[src/rtl/acs_pm_bank.sv]
// Add-compare-select stage with path-metric storage for the 4-state (K=3)
// Viterbi trellis. One symbol (eight branch metrics) per accepted handshake,
// four decision bits plus best state out, metrics renormalized in place.
module acs_pm_bank #(
  parameter int unsigned PM_W      = 8,
  parameter int unsigned BM_W      = 2,
  parameter int unsigned INIT_BIAS = 16
) (
  input  logic                clk,
  input  logic                rst_n,
  input  logic                start,
  input  logic                in_valid,
  output logic                in_ready,
  input  logic [8*BM_W-1:0]   bm_in,
  output logic                dec_valid,
  input  logic                out_ready,
  output logic [3:0]          dec_bits,
  output logic [1:0]          best_state,
  output logic [4*PM_W-1:0]   pm_out
);

  // Candidates carry one extra bit so the compare never sees a wrapped sum.
  localparam int unsigned CW = PM_W + 1;
  localparam logic [CW-1:0] HALF = CW'(2 ** (PM_W - 1));
  localparam logic [PM_W-1:0] INIT_PM = PM_W'(INIT_BIAS);
  localparam logic [3:0][PM_W-1:0] INIT_VEC = {INIT_PM, INIT_PM, INIT_PM, PM_W'(0)};

  logic [3:0][PM_W-1:0] pm_q, pm_d;
  logic [3:0][PM_W-1:0] base;
  logic [3:0][PM_W-1:0] pm_new;
  logic                 dec_valid_q, dec_valid_d;
  logic [3:0]           dec_bits_q, dec_bits_d;
  logic [1:0]           best_q, best_d;

  logic [BM_W-1:0]      bm [8];
  logic [CW-1:0]        cand0 [4];
  logic [CW-1:0]        cand1 [4];
  logic [CW-1:0]        newm [4];
  logic [3:0]           sel;
  logic [CW-1:0]        min_m;
  logic [1:0]           min_idx;
  logic [CW-1:0]        sub;
  logic                 accept;

  // Handshake: a held result blocks new symbols unless it drains this cycle.
  always_comb begin
    in_ready = !dec_valid_q || out_ready;
    accept   = in_valid && in_ready;
  end

  // A start on the accepting edge makes the ACS run from fresh metrics.
  always_comb begin
    base = start ? INIT_VEC : pm_q;
  end

  for (genvar i = 0; i < 8; i++) begin : g_bm
    assign bm[i] = bm_in[i*BM_W +: BM_W];
  end

  // Per next state: predecessors {ns[0], x}, ties select x=0.
  for (genvar ns = 0; ns < 4; ns++) begin : g_acs
    localparam int unsigned P0 = 2 * (ns % 2);
    localparam int unsigned P1 = P0 + 1;
    assign cand0[ns]  = CW'(base[P0]) + CW'(bm[2*ns]);
    assign cand1[ns]  = CW'(base[P1]) + CW'(bm[2*ns+1]);
    assign sel[ns]    = cand1[ns] < cand0[ns];
    assign newm[ns]   = sel[ns] ? cand1[ns] : cand0[ns];
    assign pm_new[ns] = PM_W'(newm[ns] - sub);
  end

  // Minimum new metric and its lowest index, then the renormalization offset.
  always_comb begin
    min_m   = newm[0];
    min_idx = 2'd0;
    if (newm[1] < min_m) begin
      min_m   = newm[1];
      min_idx = 2'd1;
    end
    if (newm[2] < min_m) begin
      min_m   = newm[2];
      min_idx = 2'd2;
    end
    if (newm[3] < min_m) begin
      min_m   = newm[3];
      min_idx = 2'd3;
    end
    sub = (min_m >= HALF) ? HALF : '0;
  end

  // Next-state: accept updates everything; start alone only reloads metrics.
  always_comb begin
    pm_d        = pm_q;
    dec_bits_d  = dec_bits_q;
    best_d      = best_q;
    dec_valid_d = dec_valid_q;
    if (accept) begin
      pm_d        = pm_new;
      dec_bits_d  = sel;
      best_d      = min_idx;
      dec_valid_d = 1'b1;
    end else begin
      if (start) begin
        pm_d = INIT_VEC;
      end
      if (out_ready) begin
        dec_valid_d = 1'b0;
      end
    end
  end

  // State registers; reset discards any in-flight result.
  always_ff @(posedge clk or negedge rst_n) begin
    if (!rst_n) begin
      pm_q        <= INIT_VEC;
      dec_valid_q <= 1'b0;
      dec_bits_q  <= '0;
      best_q      <= '0;
    end else begin
      pm_q        <= pm_d;
      dec_valid_q <= dec_valid_d;
      dec_bits_q  <= dec_bits_d;
      best_q      <= best_d;
    end
  end

  assign dec_valid  = dec_valid_q;
  assign dec_bits   = dec_bits_q;
  assign best_state = best_q;
  assign pm_out     = pm_q;

endmodule

[config.mk]
export PLATFORM = sky130hd
export DESIGN_NAME = acs_pm_bank
export DESIGN_NICKNAME = d
export VERILOG_FILES = /design/src/rtl/acs_pm_bank.sv
export SDC_FILE = /design/constraint.sdc
export NUM_CORES = 1
export LEC_CHECK = 0
export ABC_AREA = 1
export ABC_CLOCK_PERIOD_IN_PS = 8850
export BUFFER_PORTS_ARGS = -buffer_cell sky130_fd_sc_hd__buf_4
export CORE_ASPECT_RATIO = 0.7
export CORE_MARGIN = 5
export CORE_UTILIZATION = 55
export DETAILED_ROUTE_END_ITERATION = 7
export PLACE_DENSITY = 0.76
export SETUP_SLACK_MARGIN = 0.2
export SLEW_MARGIN = 25
export SYNTH_ARGS = -nofsm -noshare
export SYNTH_HDL_FRONTEND = slang
export SYNTH_SLANG_ARGS = --single-unit
[constraint.sdc]
create_clock -name clk -period 8.85 [get_ports clk]
set_input_delay 0.885 -clock clk [delete_from_list [all_inputs] [get_ports clk]]
set_output_delay 0.885 -clock clk [all_outputs]
set_load 0.02 [all_outputs]
==> flow_summary.toml <==
[final_layout]
final_nets = 925
instances_no_fill = 962
areaGrowthSynthToFinish_pct = 14.3
drive_gt1_share_pct = 13.5
diodes = 0
fillers = 843

[route]
wl_per_cell_um = 15.7
viasPerCell = 5.51
totalWireLength_mm = 15.1
vias = 5298
ant_nets = 0
drc = 0
drtIter0Drc = 515
first_pass_iters = 6

[synth]
synth_cells = 783
synth_mux_area_share_pct = 0
yosys_warnings = 0
ys.flop_type = "dfrtp_1"
synth-adder-area-share_pct = 16.8
syn_area_mm2 = 0.00499
synthArstFlopShare_pct = 100
synth_top_family_by_area = "simple AND/OR/NAND/NOR gates"
synth-xor-area-share_pct = 7.02
synth_simple_gate_area_share_pct = 30.9
synth_nets = 871
synth_cell_types = 38
synth_edf_count = 0
seq_area_frac_synth_pct = 19.6
synth-seq-cells = 39
syn_avg_cell_area_um2 = 6.37
synth_compound_area_share_pct = 14.2

[clock_tree]
cts_setup_buffers = 0
cts_root_buf = "clkbuf_16"
worstSkewPairLatency_ns = 0.29
clock_sinks = 39
path_clk_slew_ns = 0.06
numCtsBuffers = 5
cts_buffer_depth = 2
htree_levels = 2
cts_tree = "yes"

[setup_path]
crit_slowest_cell = "a211oi_2"
slowest_delay_ns = 0.35
cp-start-kind = "input pin"
cp.arrival_ns = 8.22
critPathMaxFanout = 23
crit_path_frequent_cell = "nand2_1"
worstSetupPathType = "input pin to flip-flop"
cp.required_ns = 9.03
critPathCaptureType = "flip-flop"

[flow_run]
cap_violations = 0

[global_route]
gr-total-overflow = 0
antenna_found_initial = 0
grt_pass1_vias = 4824
grtUsageMet1_pct = 40.3
grtUsageTotal_pct = 27.5
grt_use_met2_pct = 41.0
grt_pass1_wl_mm = 23.6
grt_max_degree = 56
grt_use_met3_pct = 5.45
grt_most_used_layer = "met2"

[place]
dpl.hpwl_mm = 12.1
place_congestion = 0.941
io_buffer_count = 60
dp_cells = 954

[sta]
slew_headroom_pct = 53.5
period_minus_slack_ns = 8.04
setup_viol = 0
max_slew.worst_pin.slew_ns = 0.697
hold_viol = 0
max_freq_mhz = 124
holdWs_ns = 0.498
rsz0062_at_grt = "false"
finClkSkew_ns = 0.00368
setup_tns_ns = 0
slew_viol_final = 0
fin_crit_sh_pct = 90.8

[die]
die-width_um = 124
start_util_pct = 55.7
die_height_um = 89.7
core-area_mm2 = 0.00896
die_area_mm2 = 0.0111
fp-row-count = 29
num_io_pins = 61

[outcome]
status = "finished, final reports clean"

[worst_hold_path]
hold_class = "flip-flop to flip-flop"
## cell usage in the layout (no fill, tap or decap), drive strengths merged, types with 8 or more instances in the layout
master,n
nand2,220
nor3,14
xor2,36
o21ai,80
a31oi,8
ha,67
inv,132
dfrtp,36
a21oi,22
nand3,52
nor2,66
buf,64
## area by class of cell
type,count,area (um2),share of cell area [%]
Tap cell,124,155,2.72
Inverter,132,498,8.73
Multi-Input combinational cell,595,3450,60.5
Sequential cell,39,980,17.2
Clock buffer,7,133,2.33
Timing Repair Buffer,64,480,8.43
Clock inverter,1,5.00,0.0878
## synthesized netlist by cell type, types with 4 or more instances
library cell	instances	area, um2
a211oi_1	4	30.0
a21oi_1	22	110
a31oi_1	6	37.5
clkbuf_1	12	45.0
dfrtp_1	36	901
ha_1	67	838
inv_1	123	462
inv_2	9	33.8
nand2_1	202	758
nand2_2	15	93.8
nand3_1	51	255
nand4_1	4	25.0
nor2_1	62	233
nor2_2	4	25.0
nor3_1	14	70.1
o21ai_0	77	385
xnor2_1	4	35.0
xor2_1	36	315
## worst max-delay path: cells and delay by family
kind,cells,cell delay (ns)
AOI/OAI and AO/OA,11,2.34
adders and majority gates,5,1.45
buffers and inverters,10,1.26
and+or+nand+nor,20,2.11
xor gates and xnor gates,1,0.16
## per-stage QoR
| stage | setup slack, ns | area, um2 | utilization [%] |
|---|---|---|---|
| floorplan | 1.22 | 4990 | - |
| global placement | 0.472 | 5550 | 61.9 |
| detailed placement | 0.0864 | 5550 | 61.9 |
| CTS | 0.338 | 5690 | 63.5 |
| global route | 0.309 | 5700 | 63.6 |
| finish | 0.813 | 5700 | 63.6 |
## routing by layer
metal  routed length (um)  up-vias
met5                    0        -
met4                  227        0
met3                 1340       22
met2                 6280      263
met1                 7280     2393
li1                     -     2620
## path summary, 6_finish.rpt
check                      slack [ns]  cells after the start        start           to
min reg2reg                      0.50                      2  dec_bits[2]  dec_bits[2]
max                              0.81                     47        start   pm_out[23]
max in group asynchronous        7.86                      1        rst_n    pm_out[5]
min                              0.50                      2  dec_bits[2]  dec_bits[2]
min in group asynchronous        0.60                      1        rst_n   pm_out[24]
max reg2reg                      1.39                     42   pm_out[18]   pm_out[23]
## flip-flops by register name, summed over array words and instances (netlist names)
signal	flops
best_state	2
dec_bits	4
dec_valid	1
pm_out	32
## cell families after synthesis
group / Yosys count
flip-flops: 39
adder cells (fa/ha/maj): 67
AND/OR/NAND/NOR: 362
buffers and inverters: 149
XOR/XNOR: 40
AO/OA/AOI/OAI: 126
## what timing repair did
item,in CTS,in global routing
endpoints found under the setup margin,0,6
hold buffers,0,0
gates resized for setup,0,5
Power is not shown: default switching activity piles up to over one toggle a cycle in this logic, so the estimate is an artifact.
